===== config.mk =====
export PLATFORM = sky130hd
export DESIGN_NAME = pipelined_control_flat
export DESIGN_NICKNAME = d
export VERILOG_FILES = /design/src/rtl/pipe_ctrl_pkg.sv /design/src/rtl/pipelined_control_if.sv /design/src/rtl/pipelined_control_hazard_detect.sv /design/src/rtl/pipelined_control.sv /design/src/flat_wrapper.sv
export SDC_FILE = /design/constraint.sdc
export NUM_CORES = 1
export LEC_CHECK = 0
export BUFFER_PORTS_ARGS = -buffer_cell sky130_fd_sc_hd__buf_2
export CAP_MARGIN = 20
export CORE_UTILIZATION = 35
export CTS_CLUSTER_SIZE = 28
export DETAILED_ROUTE_END_ITERATION = 8
export SYNTH_ARGS = -nofsm -noshare
export SYNTH_HDL_FRONTEND = slang
export SYNTH_SLANG_ARGS = --single-unit
export TNS_END_PERCENT = 20

===== constraint.sdc =====
create_clock -name clk -period 3.45 [get_ports clk]
set_input_delay 0.5175 -clock clk [delete_from_list [all_inputs] [get_ports clk]]
set_output_delay 0.5175 -clock clk [all_outputs]
set_load 0.1 [all_outputs]

===== src/rtl/pipe_ctrl_pkg.sv =====
// pipe_ctrl_pkg: opcode patterns, control encodings and stage control structs
// for the pipelined LEGv8 control unit.
package pipe_ctrl_pkg;
    localparam int RD_W = 5;

    localparam logic [10:0] M_OP6   = 11'b11111100000;
    localparam logic [10:0] M_OP8   = 11'b11111111000;
    localparam logic [10:0] M_OP10  = 11'b11111111110;
    localparam logic [10:0] M_OP11  = 11'b11111111111;
    localparam logic [10:0] V_B     = 11'b00010100000;
    localparam logic [10:0] V_BL    = 11'b10010100000;
    localparam logic [10:0] V_BLT   = 11'b01010100000;
    localparam logic [10:0] V_CBZ   = 11'b10110100000;
    localparam logic [10:0] V_BR    = 11'b11010110000;
    localparam logic [10:0] V_ADDI  = 11'b10010001000;
    localparam logic [10:0] V_ADDS  = 11'b10101011000;
    localparam logic [10:0] V_SUBS  = 11'b11101011000;
    localparam logic [10:0] V_LDUR  = 11'b11111000010;
    localparam logic [10:0] V_STUR  = 11'b11111000000;

    localparam logic [2:0] ALU_PASSB = 3'b000;
    localparam logic [2:0] ALU_ADD   = 3'b010;
    localparam logic [2:0] ALU_SUB   = 3'b011;

    localparam logic [1:0] SRC_REG   = 2'b00;
    localparam logic [1:0] SRC_IMM   = 2'b01;
    localparam logic [1:0] SRC_DADDR = 2'b10;

    localparam logic [1:0] M2R_ALU = 2'b00;
    localparam logic [1:0] M2R_MEM = 2'b01;
    localparam logic [1:0] M2R_PC4 = 2'b10;

    typedef enum logic [3:0] {
        OP_NOP, OP_B, OP_BL, OP_BLT, OP_CBZ, OP_BR,
        OP_ADDI, OP_ADDS, OP_SUBS, OP_LDUR, OP_STUR, OP_ILL
    } op_e;

    typedef struct packed {
        logic [2:0]      alu_op;
        logic [1:0]      alu_src;
        logic            flag_write;
        logic            mem_read;
        logic            mem_write;
        logic            reg_write;
        logic [1:0]      mem2reg;
        logic [RD_W-1:0] rd;
        logic            is_load;
    } ctrl_t;

    typedef struct packed {
        logic            mem_read;
        logic            mem_write;
        logic            reg_write;
        logic [1:0]      mem2reg;
        logic [RD_W-1:0] rd;
        logic            is_load;
    } mem_ctrl_t;

    typedef struct packed {
        logic            reg_write;
        logic [1:0]      mem2reg;
        logic [RD_W-1:0] rd;
    } wb_ctrl_t;

    localparam ctrl_t BUBBLE = '0;

    function automatic op_e classify(input logic [10:0] opc);
        if ((opc & M_OP6) == V_B) return OP_B;
        if ((opc & M_OP6) == V_BL) return OP_BL;
        if ((opc & M_OP8) == V_BLT) return OP_BLT;
        if ((opc & M_OP8) == V_CBZ) return OP_CBZ;
        if ((opc & M_OP11) == V_BR) return OP_BR;
        if ((opc & M_OP10) == V_ADDI) return OP_ADDI;
        if ((opc & M_OP11) == V_ADDS) return OP_ADDS;
        if ((opc & M_OP11) == V_SUBS) return OP_SUBS;
        if ((opc & M_OP11) == V_LDUR) return OP_LDUR;
        if ((opc & M_OP11) == V_STUR) return OP_STUR;
        return OP_ILL;
    endfunction
endpackage


===== src/rtl/pipelined_control_if.sv =====
// pipelined_control_if: ID-stage inputs and per-stage control outputs of the
// pipelined control unit.
interface pipelined_control_if #(parameter int REG_AW = 5);
    logic [31:0]       instr_id;
    logic              instr_valid;
    logic              rt_is_zero;
    logic              alu_n;
    logic              alu_v;
    logic              id_br_taken;
    logic              id_br_src;
    logic              id_uncond_br;
    logic              id_reg2loc;
    logic              stall;
    logic              flush_if;
    logic              illegal_op;
    logic [2:0]        ex_alu_op;
    logic [1:0]        ex_alu_src;
    logic              ex_flag_write;
    logic              ex_reg_write;
    logic [REG_AW-1:0] ex_rd;
    logic              mem_mem_write;
    logic              mem_mem_read;
    logic              mem_reg_write;
    logic [REG_AW-1:0] mem_rd;
    logic              wb_reg_write;
    logic [1:0]        wb_mem2reg;
    logic [REG_AW-1:0] wb_rd;
    logic              flag_n_q;
    logic              flag_v_q;

    modport master (
        output instr_id, instr_valid, rt_is_zero, alu_n, alu_v,
        input  id_br_taken, id_br_src, id_uncond_br, id_reg2loc, stall, flush_if, illegal_op,
        input  ex_alu_op, ex_alu_src, ex_flag_write, ex_reg_write, ex_rd,
        input  mem_mem_write, mem_mem_read, mem_reg_write, mem_rd,
        input  wb_reg_write, wb_mem2reg, wb_rd, flag_n_q, flag_v_q
    );
    modport slave (
        input  instr_id, instr_valid, rt_is_zero, alu_n, alu_v,
        output id_br_taken, id_br_src, id_uncond_br, id_reg2loc, stall, flush_if, illegal_op,
        output ex_alu_op, ex_alu_src, ex_flag_write, ex_reg_write, ex_rd,
        output mem_mem_write, mem_mem_read, mem_reg_write, mem_rd,
        output wb_reg_write, wb_mem2reg, wb_rd, flag_n_q, flag_v_q
    );
endinterface


===== src/rtl/pipelined_control_hazard_detect.sv =====
// hazard_detect: stalls for load-use and for CBZ/BR operands that forwarding
// cannot deliver to ID in time.
module hazard_detect
    import pipe_ctrl_pkg::*;
#(
    parameter int ZERO_REG = 31
) (
    input  logic            reset,
    input  logic            id_cbr,
    input  logic            use_rn,
    input  logic            use_rm,
    input  logic            use_rt,
    input  logic [RD_W-1:0] rn,
    input  logic [RD_W-1:0] rm,
    input  logic [RD_W-1:0] rt,
    input  logic            ex_is_load,
    input  logic            ex_reg_write,
    input  logic [RD_W-1:0] ex_rd,
    input  logic            mem_is_load,
    input  logic [RD_W-1:0] mem_rd,
    output logic            stall
);
    function automatic logic hit(input logic [RD_W-1:0] src, input logic [RD_W-1:0] dst);
        return src == dst && src != RD_W'(ZERO_REG);
    endfunction

    logic load_use, cbr_ex, cbr_mem;

    always_comb begin
        load_use = ex_is_load & ((use_rn & hit(rn, ex_rd)) | (use_rm & hit(rm, ex_rd)) | (use_rt & hit(rt, ex_rd)));
        cbr_ex   = id_cbr & ex_reg_write & hit(rt, ex_rd);
        cbr_mem  = id_cbr & mem_is_load & hit(rt, mem_rd);
        stall    = !reset & (load_use | cbr_ex | cbr_mem);
    end
endmodule


===== src/rtl/pipelined_control.sv =====
// pipelined_control: LEGv8 5-stage control unit -- ID decode and branch
// resolution, ID/EX..MEM/WB control registers, hazard stall and N/V flags.
module pipelined_control
    import pipe_ctrl_pkg::*;
#(
    parameter int REG_AW     = 5,
    parameter int DELAY_SLOT = 1,
    parameter int LINK_REG   = 30,
    parameter int ZERO_REG   = 31
) (
    input logic               clk,
    input logic               reset,
    pipelined_control_if.slave bus
);
    op_e             op;
    ctrl_t           id_ctrl, id_ex;
    mem_ctrl_t       ex_mem;
    wb_ctrl_t        mem_wb;
    logic [RD_W-1:0] rn, rm, rt;
    logic            use_rn, use_rm, use_rt, is_cbr, stall, blt_nv, taken_raw, flag_n, flag_v;

    assign op = bus.instr_valid ? classify(bus.instr_id[31:21]) : OP_NOP;
    assign rn = bus.instr_id[9:5];
    assign rm = bus.instr_id[20:16];
    assign rt = bus.instr_id[4:0];

    always_comb begin
        id_ctrl = BUBBLE;
        case (op)
            OP_BL:   begin id_ctrl.reg_write = 1'b1; id_ctrl.mem2reg = M2R_PC4; id_ctrl.rd = RD_W'(LINK_REG); end
            OP_ADDI: begin id_ctrl.alu_op = ALU_ADD; id_ctrl.alu_src = SRC_IMM; id_ctrl.reg_write = 1'b1; id_ctrl.rd = rt; end
            OP_ADDS: begin id_ctrl.alu_op = ALU_ADD; id_ctrl.flag_write = 1'b1; id_ctrl.reg_write = 1'b1; id_ctrl.rd = rt; end
            OP_SUBS: begin id_ctrl.alu_op = ALU_SUB; id_ctrl.flag_write = 1'b1; id_ctrl.reg_write = 1'b1; id_ctrl.rd = rt; end
            OP_LDUR: begin
                id_ctrl.alu_op = ALU_ADD; id_ctrl.alu_src = SRC_DADDR; id_ctrl.mem_read = 1'b1;
                id_ctrl.reg_write = 1'b1; id_ctrl.mem2reg = M2R_MEM; id_ctrl.rd = rt; id_ctrl.is_load = 1'b1;
            end
            OP_STUR: begin id_ctrl.alu_op = ALU_ADD; id_ctrl.alu_src = SRC_DADDR; id_ctrl.mem_write = 1'b1; end
            default: id_ctrl.alu_op = ALU_PASSB;
        endcase
    end

    assign use_rn = op inside {OP_ADDS, OP_SUBS, OP_ADDI, OP_LDUR, OP_STUR};
    assign use_rm = op inside {OP_ADDS, OP_SUBS};
    assign use_rt = op inside {OP_STUR, OP_CBZ, OP_BR};
    assign is_cbr = op inside {OP_CBZ, OP_BR};

    hazard_detect #(.ZERO_REG(ZERO_REG)) u_hazard (
        .reset(reset), .id_cbr(is_cbr), .use_rn(use_rn), .use_rm(use_rm), .use_rt(use_rt),
        .rn(rn), .rm(rm), .rt(rt),
        .ex_is_load(id_ex.is_load), .ex_reg_write(id_ex.reg_write), .ex_rd(id_ex.rd),
        .mem_is_load(ex_mem.is_load), .mem_rd(ex_mem.rd), .stall(stall)
    );

    // BLT sees the flags of an ALU op still in EX before they are registered
    assign blt_nv    = id_ex.flag_write ? bus.alu_n ^ bus.alu_v : flag_n ^ flag_v;
    assign taken_raw = (op inside {OP_B, OP_BL, OP_BR}) | (op == OP_CBZ & bus.rt_is_zero) | (op == OP_BLT & blt_nv);

    always_ff @(posedge clk) begin
        if (reset) begin
            id_ex  <= BUBBLE;
            ex_mem <= '0;
            mem_wb <= '0;
            flag_n <= 1'b0;
            flag_v <= 1'b0;
        end else begin
            id_ex  <= stall ? BUBBLE : id_ctrl;
            ex_mem <= '{id_ex.mem_read, id_ex.mem_write, id_ex.reg_write, id_ex.mem2reg, id_ex.rd, id_ex.is_load};
            mem_wb <= '{ex_mem.reg_write, ex_mem.mem2reg, ex_mem.rd};
            if (id_ex.flag_write) begin
                flag_n <= bus.alu_n;
                flag_v <= bus.alu_v;
            end
        end
    end

    assign bus.stall         = stall;
    assign bus.id_br_taken   = taken_raw & !stall;
    assign bus.flush_if      = taken_raw & !stall & (DELAY_SLOT == 0);
    assign bus.id_br_src     = op == OP_BR;
    assign bus.id_uncond_br  = op inside {OP_B, OP_BL};
    assign bus.id_reg2loc    = op inside {OP_ADDS, OP_SUBS};
    assign bus.illegal_op    = op == OP_ILL;
    assign bus.ex_alu_op     = id_ex.alu_op;
    assign bus.ex_alu_src    = id_ex.alu_src;
    assign bus.ex_flag_write = id_ex.flag_write;
    assign bus.ex_reg_write  = id_ex.reg_write;
    assign bus.ex_rd         = REG_AW'(id_ex.rd);
    assign bus.mem_mem_write = ex_mem.mem_write;
    assign bus.mem_mem_read  = ex_mem.mem_read;
    assign bus.mem_reg_write = ex_mem.reg_write;
    assign bus.mem_rd        = REG_AW'(ex_mem.rd);
    assign bus.wb_reg_write  = mem_wb.reg_write;
    assign bus.wb_mem2reg    = mem_wb.mem2reg;
    assign bus.wb_rd         = REG_AW'(mem_wb.rd);
    assign bus.flag_n_q      = flag_n;
    assign bus.flag_v_q      = flag_v;
endmodule

===== src/flat_wrapper.sv =====
// flat-port wrapper written by rule: the top's interface ports become plain ports
module pipelined_control_flat import pipe_ctrl_pkg::*;
#(
    parameter int REG_AW     = 5,
    parameter int DELAY_SLOT = 1,
    parameter int LINK_REG   = 30,
    parameter int ZERO_REG   = 31
)
  (clk, reset, bus_instr_id, bus_instr_valid, bus_rt_is_zero, bus_alu_n, bus_alu_v, bus_id_br_taken, bus_id_br_src, bus_id_uncond_br, bus_id_reg2loc, bus_stall, bus_flush_if, bus_illegal_op, bus_ex_alu_op, bus_ex_alu_src, bus_ex_flag_write, bus_ex_reg_write, bus_ex_rd, bus_mem_mem_write, bus_mem_mem_read, bus_mem_reg_write, bus_mem_rd, bus_wb_reg_write, bus_wb_mem2reg, bus_wb_rd, bus_flag_n_q, bus_flag_v_q);
  pipelined_control_if #(.REG_AW(REG_AW)) bus_i ();
  input logic clk;
  input logic reset;
  input wire logic [$bits(bus_i.instr_id)-1:0] bus_instr_id;
  input wire logic [$bits(bus_i.instr_valid)-1:0] bus_instr_valid;
  input wire logic [$bits(bus_i.rt_is_zero)-1:0] bus_rt_is_zero;
  input wire logic [$bits(bus_i.alu_n)-1:0] bus_alu_n;
  input wire logic [$bits(bus_i.alu_v)-1:0] bus_alu_v;
  output wire logic [$bits(bus_i.id_br_taken)-1:0] bus_id_br_taken;
  output wire logic [$bits(bus_i.id_br_src)-1:0] bus_id_br_src;
  output wire logic [$bits(bus_i.id_uncond_br)-1:0] bus_id_uncond_br;
  output wire logic [$bits(bus_i.id_reg2loc)-1:0] bus_id_reg2loc;
  output wire logic [$bits(bus_i.stall)-1:0] bus_stall;
  output wire logic [$bits(bus_i.flush_if)-1:0] bus_flush_if;
  output wire logic [$bits(bus_i.illegal_op)-1:0] bus_illegal_op;
  output wire logic [$bits(bus_i.ex_alu_op)-1:0] bus_ex_alu_op;
  output wire logic [$bits(bus_i.ex_alu_src)-1:0] bus_ex_alu_src;
  output wire logic [$bits(bus_i.ex_flag_write)-1:0] bus_ex_flag_write;
  output wire logic [$bits(bus_i.ex_reg_write)-1:0] bus_ex_reg_write;
  output wire logic [$bits(bus_i.ex_rd)-1:0] bus_ex_rd;
  output wire logic [$bits(bus_i.mem_mem_write)-1:0] bus_mem_mem_write;
  output wire logic [$bits(bus_i.mem_mem_read)-1:0] bus_mem_mem_read;
  output wire logic [$bits(bus_i.mem_reg_write)-1:0] bus_mem_reg_write;
  output wire logic [$bits(bus_i.mem_rd)-1:0] bus_mem_rd;
  output wire logic [$bits(bus_i.wb_reg_write)-1:0] bus_wb_reg_write;
  output wire logic [$bits(bus_i.wb_mem2reg)-1:0] bus_wb_mem2reg;
  output wire logic [$bits(bus_i.wb_rd)-1:0] bus_wb_rd;
  output wire logic [$bits(bus_i.flag_n_q)-1:0] bus_flag_n_q;
  output wire logic [$bits(bus_i.flag_v_q)-1:0] bus_flag_v_q;
  assign bus_i.instr_id = bus_instr_id;
  assign bus_i.instr_valid = bus_instr_valid;
  assign bus_i.rt_is_zero = bus_rt_is_zero;
  assign bus_i.alu_n = bus_alu_n;
  assign bus_i.alu_v = bus_alu_v;
  assign bus_id_br_taken = bus_i.id_br_taken;
  assign bus_id_br_src = bus_i.id_br_src;
  assign bus_id_uncond_br = bus_i.id_uncond_br;
  assign bus_id_reg2loc = bus_i.id_reg2loc;
  assign bus_stall = bus_i.stall;
  assign bus_flush_if = bus_i.flush_if;
  assign bus_illegal_op = bus_i.illegal_op;
  assign bus_ex_alu_op = bus_i.ex_alu_op;
  assign bus_ex_alu_src = bus_i.ex_alu_src;
  assign bus_ex_flag_write = bus_i.ex_flag_write;
  assign bus_ex_reg_write = bus_i.ex_reg_write;
  assign bus_ex_rd = bus_i.ex_rd;
  assign bus_mem_mem_write = bus_i.mem_mem_write;
  assign bus_mem_mem_read = bus_i.mem_mem_read;
  assign bus_mem_reg_write = bus_i.mem_reg_write;
  assign bus_mem_rd = bus_i.mem_rd;
  assign bus_wb_reg_write = bus_i.wb_reg_write;
  assign bus_wb_mem2reg = bus_i.wb_mem2reg;
  assign bus_wb_rd = bus_i.wb_rd;
  assign bus_flag_n_q = bus_i.flag_n_q;
  assign bus_flag_v_q = bus_i.flag_v_q;
  pipelined_control #(.REG_AW(REG_AW), .DELAY_SLOT(DELAY_SLOT), .LINK_REG(LINK_REG), .ZERO_REG(ZERO_REG)) u_core (.clk(clk), .reset(reset), .bus(bus_i));
endmodule

## Word-level counts from Yosys, hierarchy flattened

Index checks and enable logic that the tools add are counted.

- Divide/modulo/power cells: 0
- Reduce and logical (&&, ||, !) cells: 18
- Bitwise operators: 20
- Add/subtract/negate cells: 0
- $mul: 0
- Equal/unequal tests: 28
- Shift-type cells: 0
- Multiplexer cells: 96
- Order comparisons: 0

Operators by type and width:

| cell | number |
|---|---|
| $mux 4 | 32 |
| $mux 1 | 60 |
| $eq 11x11->1 const B | 5 |
| $eq 5x5->1 | 4 |
| $eq 4x3->1 const B | 4 |
| $eq 4x4->1 const B | 4 |
| $ne 5x5->1 const B | 3 |
| $and 1x1->1 | 12 |
| $pmux 2 s2 | 3 |
| $eq 10x10->1 const B | 1 |
| $pmux 5 s2 | 1 |
| $eq 4x2->1 const B | 2 |
| $eq 8x7->1 const B | 1 |
| $eq 8x8->1 const B | 1 |
| $reduce_or 4->1 | 2 |
| $eq 6x3->1 const B | 1 |
| $eq 6x6->1 const B | 1 |
| $or 1x1->1 | 6 |
| $reduce_bool 2->1 | 3 |
| $reduce_bool 3->1 | 2 |
| $reduce_or 2->1 | 3 |
| $reduce_bool 5->1 | 1 |
| $reduce_or 5->1 | 1 |
| $eq 4x1->1 const B | 1 |
| 3 further kinds | 8 |

- Input port bits: 38
- Latch bits: 0
- Memories kept: 0
- Flip-flop bits (word level): 36
- Bits in writable memories: 0
- ROM bits: 0

## Longest topological paths before layout

- Depth in word-level cells: 69
- Mapped depth: 9
- Mapped depth without buffers: 8

## By module

From an unflattened synthesis, not the netlist that was laid out.

- Cells, all modules: 198
- Area total of the unflattened synthesis: 1,808.0 um^2

By module, submodules not included:

| module | times used | sequential area each (um^2) | area an instance (um^2) | cells an instance |
|---|---|---|---|---|
| pipelined_control | 1 | 660.6 | 1,507.7 | 158 |
| hazard_detect | 1 | 0.0 | 300.3 | 40 |

## Worst setup path before layout

Ideal clock, no wire load.

- Path kind: input port to output port
- From: input port bus_instr_id[22]
- To: output port bus_stall
- Slack: -1,420 ps
- Arrival: 4,352 ps
- Buffers on the path: 0
- Required time: 2,932 ps
- Stages on the path: 8
- Cell sequence: or3b_1 or4_4 a21oi_4 nand3_1 o211ai_1 nand4_1 and3_1 o21ai_0

- Cells in the longest elaborated chain, start to end: 36
- Elaborated cells between the ends (all ways): 101

Ends and longest elaborated chain:

| what | RTL line | RTL |
|---|---|---|
| start: declaration | flat_wrapper.sv:13 | `input wire logic [$bits(bus_i.instr_id)-1:0] bus_instr_id;` |
| $eq 11x11->1 | pipe_ctrl_pkg.sv:72 | `if ((opc & M_OP11) == V_BR) return OP_BR;` |
| $mux 4 (2 in series) | pipe_ctrl_pkg.sv:72 |  |
| $mux 4 | pipe_ctrl_pkg.sv:71 | `if ((opc & M_OP8) == V_CBZ) return OP_CBZ;` |
| $mux 4 | pipe_ctrl_pkg.sv:70 | `if ((opc & M_OP8) == V_BLT) return OP_BLT;` |
| $mux 4 | pipe_ctrl_pkg.sv:69 | `if ((opc & M_OP6) == V_BL) return OP_BL;` |
| $mux 4 (2 in series) | pipe_ctrl_pkg.sv:73 | `if ((opc & M_OP10) == V_ADDI) return OP_ADDI;` |
| $mux 4 | pipe_ctrl_pkg.sv:72 |  |
| $mux 4 | pipe_ctrl_pkg.sv:71 |  |
| (+17 left out) | n/a |  |
| $eq 4x3->1, or another cell as far along | pipelined_control.sv:43, pipelined_control.sv:44 |  |
| $reduce_bool 5->1 / $reduce_bool 2->1 (equally long branches) | pipelined_control.sv:43, pipelined_control.sv:44 |  |
| $and 1x1->1 | pipelined_control_hazard_detect.sv:30 | `load_use = ex_is_load & ((use_rn & hit(rn, ex_rd)) \| (use_rm & hit(rm, ex_rd)) \| (use_rt & hit(rt, ex_rd)));` |
| $or 1x1->1 (2 in series) | pipelined_control_hazard_detect.sv:30 |  |
| $and 1x1->1 | pipelined_control_hazard_detect.sv:30 |  |
| $or 1x1->1 | pipelined_control_hazard_detect.sv:33 | `stall = !reset & (load_use \| cbr_ex \| cbr_mem);` |
| $or 1x1->1 (*) | pipelined_control_hazard_detect.sv:33 |  |
| $and 1x1->1 (*) | pipelined_control_hazard_detect.sv:33 |  |
| end: declaration | flat_wrapper.sv:22 | `output wire logic [$bits(bus_i.stall)-1:0] bus_stall;` |

Mark *: on every way between the ends. The rest lies on a longest branch, timed or not. The select of a mux whose other input is x is not followed.

## Worst setup path after layout

- From: input port bus_instr_id[22]
- To: output port bus_id_br_taken

- Cells in the longest elaborated chain, start to end: 38
- Elaborated cells between the ends (all ways): 111

Ends and longest elaborated chain:

| what | RTL line | RTL |
|---|---|---|
| $eq 11x11->1 | pipe_ctrl_pkg.sv:72 |  |
| $mux 4 (2 in series) | pipe_ctrl_pkg.sv:72 |  |
| $mux 4 | pipe_ctrl_pkg.sv:71 |  |
| $mux 4 | pipe_ctrl_pkg.sv:70 |  |
| $mux 4 | pipe_ctrl_pkg.sv:69 |  |
| $mux 4 (2 in series) | pipe_ctrl_pkg.sv:73 |  |
| $mux 4 | pipe_ctrl_pkg.sv:72 |  |
| $mux 4 | pipe_ctrl_pkg.sv:71 |  |
| (+18 left out) | n/a |  |
| $reduce_bool 5->1 / $reduce_bool 2->1 (equally long branches) | pipelined_control.sv:43, pipelined_control.sv:44 |  |
| $and 1x1->1 | pipelined_control_hazard_detect.sv:30 |  |
| $or 1x1->1 (2 in series) | pipelined_control_hazard_detect.sv:30 |  |
| $and 1x1->1 | pipelined_control_hazard_detect.sv:30 |  |
| $or 1x1->1 (2 in series) | pipelined_control_hazard_detect.sv:33 |  |
| $and 1x1->1 | pipelined_control_hazard_detect.sv:33 |  |
| $logic_not 1->1 | pipelined_control.sv:78 | `assign bus.id_br_taken = taken_raw & !stall;` |
| $and 1x1->1 (*) | pipelined_control.sv:78 |  |
| end: declaration | flat_wrapper.sv:18 | `output wire logic [$bits(bus_i.id_br_taken)-1:0] bus_id_br_taken;` |

Marks and branches as above.

==> results.sh <==
export IMPL_status="completed"
export IMPL_timing_clock_skew_ps=6.23
export IMPL_row_count=25
export IMPL_h_tree_depth=2
export IMPL_ant_nets=0
export IMPL_routedWlPerCell_um=12.9
export IMPL_p_seq_share_pct=49.3
export IMPL_vias=1637
export IMPL_start_kind="input port"
export IMPL_core_um2=4820
export IMPL_synth_area_top_cells="dfxtp_1 (37%), buf_4 (6.7%), xor2_1 (6.3%), nor2b_1 (5.9%), nand2_1 (3.6%)"
export IMPL_chipWidth_um=73.6
export IMPL_overflow=0
export IMPL_io_buffer_count=66
export IMPL_synth_top_area_cell="dfxtp_1"
export IMPL_ys_ff_latch=33
export IMPL_final_hold_viol_count=0
export IMPL_area_delta_synth_final_pct=30.6
export IMPL_setup_viol=0
export IMPL_crit_path_end_kind="output pin"
export IMPL_clock_latency_ps=290
export IMPL_finalMaxSlewViolations=0
export IMPL_min_period_ps=3390
export IMPL_fillerInstances=500
export IMPL_synth_edf_count=0
export IMPL_synth_seq_area_share_pct=36.8
export IMPL_worstPathArrival_ps=2870
export IMPL_final_nets=306
export IMPL_netlist_area_um2=1800
export IMPL_seq_area_um2=661
export IMPL_synth_top_cell_area_share_pct=36.8
export IMPL_drc=0
export IMPL_cts_root_buf="clkbuf_8"
export IMPL_grt_pass1_vias=1406
export IMPL_mostFrequentLayoutCells="buf_2 (62), dfxtp_1 (33), nand2_1 (17), nor2b_1 (17), xor2_1 (13)"
export IMPL_synth_cell_types=48
export IMPL_final_core_util_pct=48.7
export IMPL_clock_path_buffers=2
export IMPL_hold_path_depth=1
export IMPL_min_period_over_period_pct=98.3
export IMPL_max_freq_ghz=0.295
export IMPL_die_y_um=73.6
export IMPL_hold_ws_ps=438
export IMPL_clk_pin_slew_ps=70
export IMPL_antenna_found_initial=0
export IMPL_cts_tree="yes"
export IMPL_hold_path_class="flop to flop"
export IMPL_r2r_cells=9
export IMPL_crit_type="input port to output pin"
export IMPL_tightest_slew_ps=596
export IMPL_multiInputGateArea_um2=1040
export IMPL_p_comb_share_pct=14.6
export IMPL_p_int_mw=0.560
export IMPL_dr_first_iter_drc_count=47
export IMPL_cap_violations=0
export IMPL_yosys_warnings=0
export IMPL_slew_limit_headroom_pct=59.9
export IMPL_die_area_um2=5420
export IMPL_grt_max_degree=24
export IMPL_avgViaCountPerCell=4.87
export IMPL_grt_first_pass_wirelength_um=6470
export IMPL_ioPinCount=75
export IMPL_path_cells="buf_2, or3b_4, or4_4, a21oi_4, nand3_2, o211ai_1, nand4_1, and3_4, o211a_4, buf_12"
export IMPL_ys_flop_type="dfxtp_1"
export IMPL_drive_gt1_share_pct=39.4
export IMPL_p_clk_share_pct=36.1
export IMPL_irDropWorstVdd_mv=0.117
export IMPL_grt_util_all_layers_pct=16.2
export IMPL_switching_power_mw=0.218
export IMPL_clkSinkCount=33
export IMPL_swShare_pct=28.0
export IMPL_cts_inserted_buffers=5
export IMPL_firstDrtPassIters=4
export IMPL_critPathSlowestCell="or4_4"
export IMPL_layout_commonest_cell="buf_2"
export IMPL_critPathRequiredTime_ps=2930
export IMPL_synthArstFlopShare_pct=0
export IMPL_leakage_nw=1.01
export IMPL_slowest_delay_ps=500
export IMPL_start_util_pct=37.3
export IMPL_synthCells=203
export IMPL_antenna_cells=0
export IMPL_cp_max_fo=6
export IMPL_powerDensity_nw_per_um2=331
export IMPL_place_congestion=0.801
export IMPL_dp_hpwl_um=3310
export IMPL_wirelength_um=4330
export IMPL_syn_area_per_cell_um2=8.84
## critical path: cells and delay by family
family,cells,cell delay [ps]
compound gates,3,760
simple gates,5,1310
buf+inv,2,280
## power groups by stage
stage | Sequential (mW) | Clock, mW | Combinational (mW)
after global placement | 0.392 | 0 | 0.109
after floorplan | 0.395 | 0 | 0.0678
after detailed placement | 0.392 | 0 | 0.111
after CTS | 0.383 | 0.290 | 0.111
after global routing | 0.383 | 0.306 | 0.122
final | 0.383 | 0.281 | 0.113
## worst paths after layout
| path | startpoint | endpoint | slack, ps |
|---|---|---|---|
| setup reg to reg | u_core.bus.ex_rd[4] | u_core.bus.ex_reg_write | 960 |
| hold reg to reg | u_core.id_ex[9] | u_core.bus.mem_mem_write | 440 |
| setup / recovery | bus_instr_id[22] | bus_id_br_taken | 60 |
| hold / removal | u_core.id_ex[9] | u_core.bus.mem_mem_write | 440 |
## cell usage after synthesis (2+ instances only)
library cell	instances
o21ai_0	5
nand4_1	4
dfxtp_1	33
nand3_1	7
nand2_1	17
buf_4	16
and3_1	2
nor3_2	4
a21o_1	2
or3b_2	2
nor2b_1	17
a211oi_1	2
nor2_1	12
xor2_1	13
and2_1	4
nand2b_1	3
nor3b_1	3
clkbuf_1	2
nor4_1	9
inv_1	2
nor3_1	3
mux2i_1	2
a21oi_1	3
or4_1	2
xnor2_1	7
a21oi_2	5
## registers in the layout (all words and copies together) (netlist names), 2 cells and up
signal,flops
u_core.bus.ex_rd,5
u_core.bus.mem_rd,5
u_core.id_ex,3
u_core.bus.wb_rd,5
u_core.bus.wb_mem2reg,2
u_core.ex_mem,2
u_core.bus.ex_alu_op,2
u_core.bus.ex_alu_src,2
## cells by family after synthesis
group | Yosys count | share of synthesized area (%)
simple gates | 97 | 31.7
flops | 33 | 36.8
compound gates | 29 | 12.3
buf+inv | 21 | 8.15
xor+xnor | 20 | 9.76
mux | 2 | 1.12
other cells | 1 | 0.209
## routing by layer
metal | GRT usage (%) | vias up | part of all wire [%]
li1 | - | 827 | -
met1 | 19.9 | 744 | 46
met2 | 26.3 | 59 | 46
met3 | 4.12 | 7 | 6.6
met4 | 7.69 | 0 | 1.7
met5 | 0 | - | 0
## what timing repair did
action                     4_1_cts  5_1_grt
gates resized for setup          0        5
hold buffers                     0        0
setup endpoints to repair        0        2
setup buffers                    0        2
## through the flow
stage / instances / setup slack, ps / total power, mW / TNS [ps] / cell area (um^2)
floorplan: 204 / -208 / 0.462 / -718 / 1830
global placement: 326 / 49.9 / 0.501 / 0 / 2220
detailed placement: 326 / 12.4 / 0.502 / 0 / 2220
CTS: 334 / 5.64 / 0.784 / 0 / 2310
global route: 336 / -12.5 / 0.811 / -12.5 / 2340
finish: 336 / 60.2 / 0.777 / 0 / 2340
## cell type report
cell class	count	share of cell area, %
multi-input cells	150	44.4
well taps	67	3.58
inverters	2	0.320
flip-flops and latches	33	28.2
clock buffers	5	2.93
repair buffers	76	19.9
clock inverters	3	0.747
(Power assumes the default switching activity.)
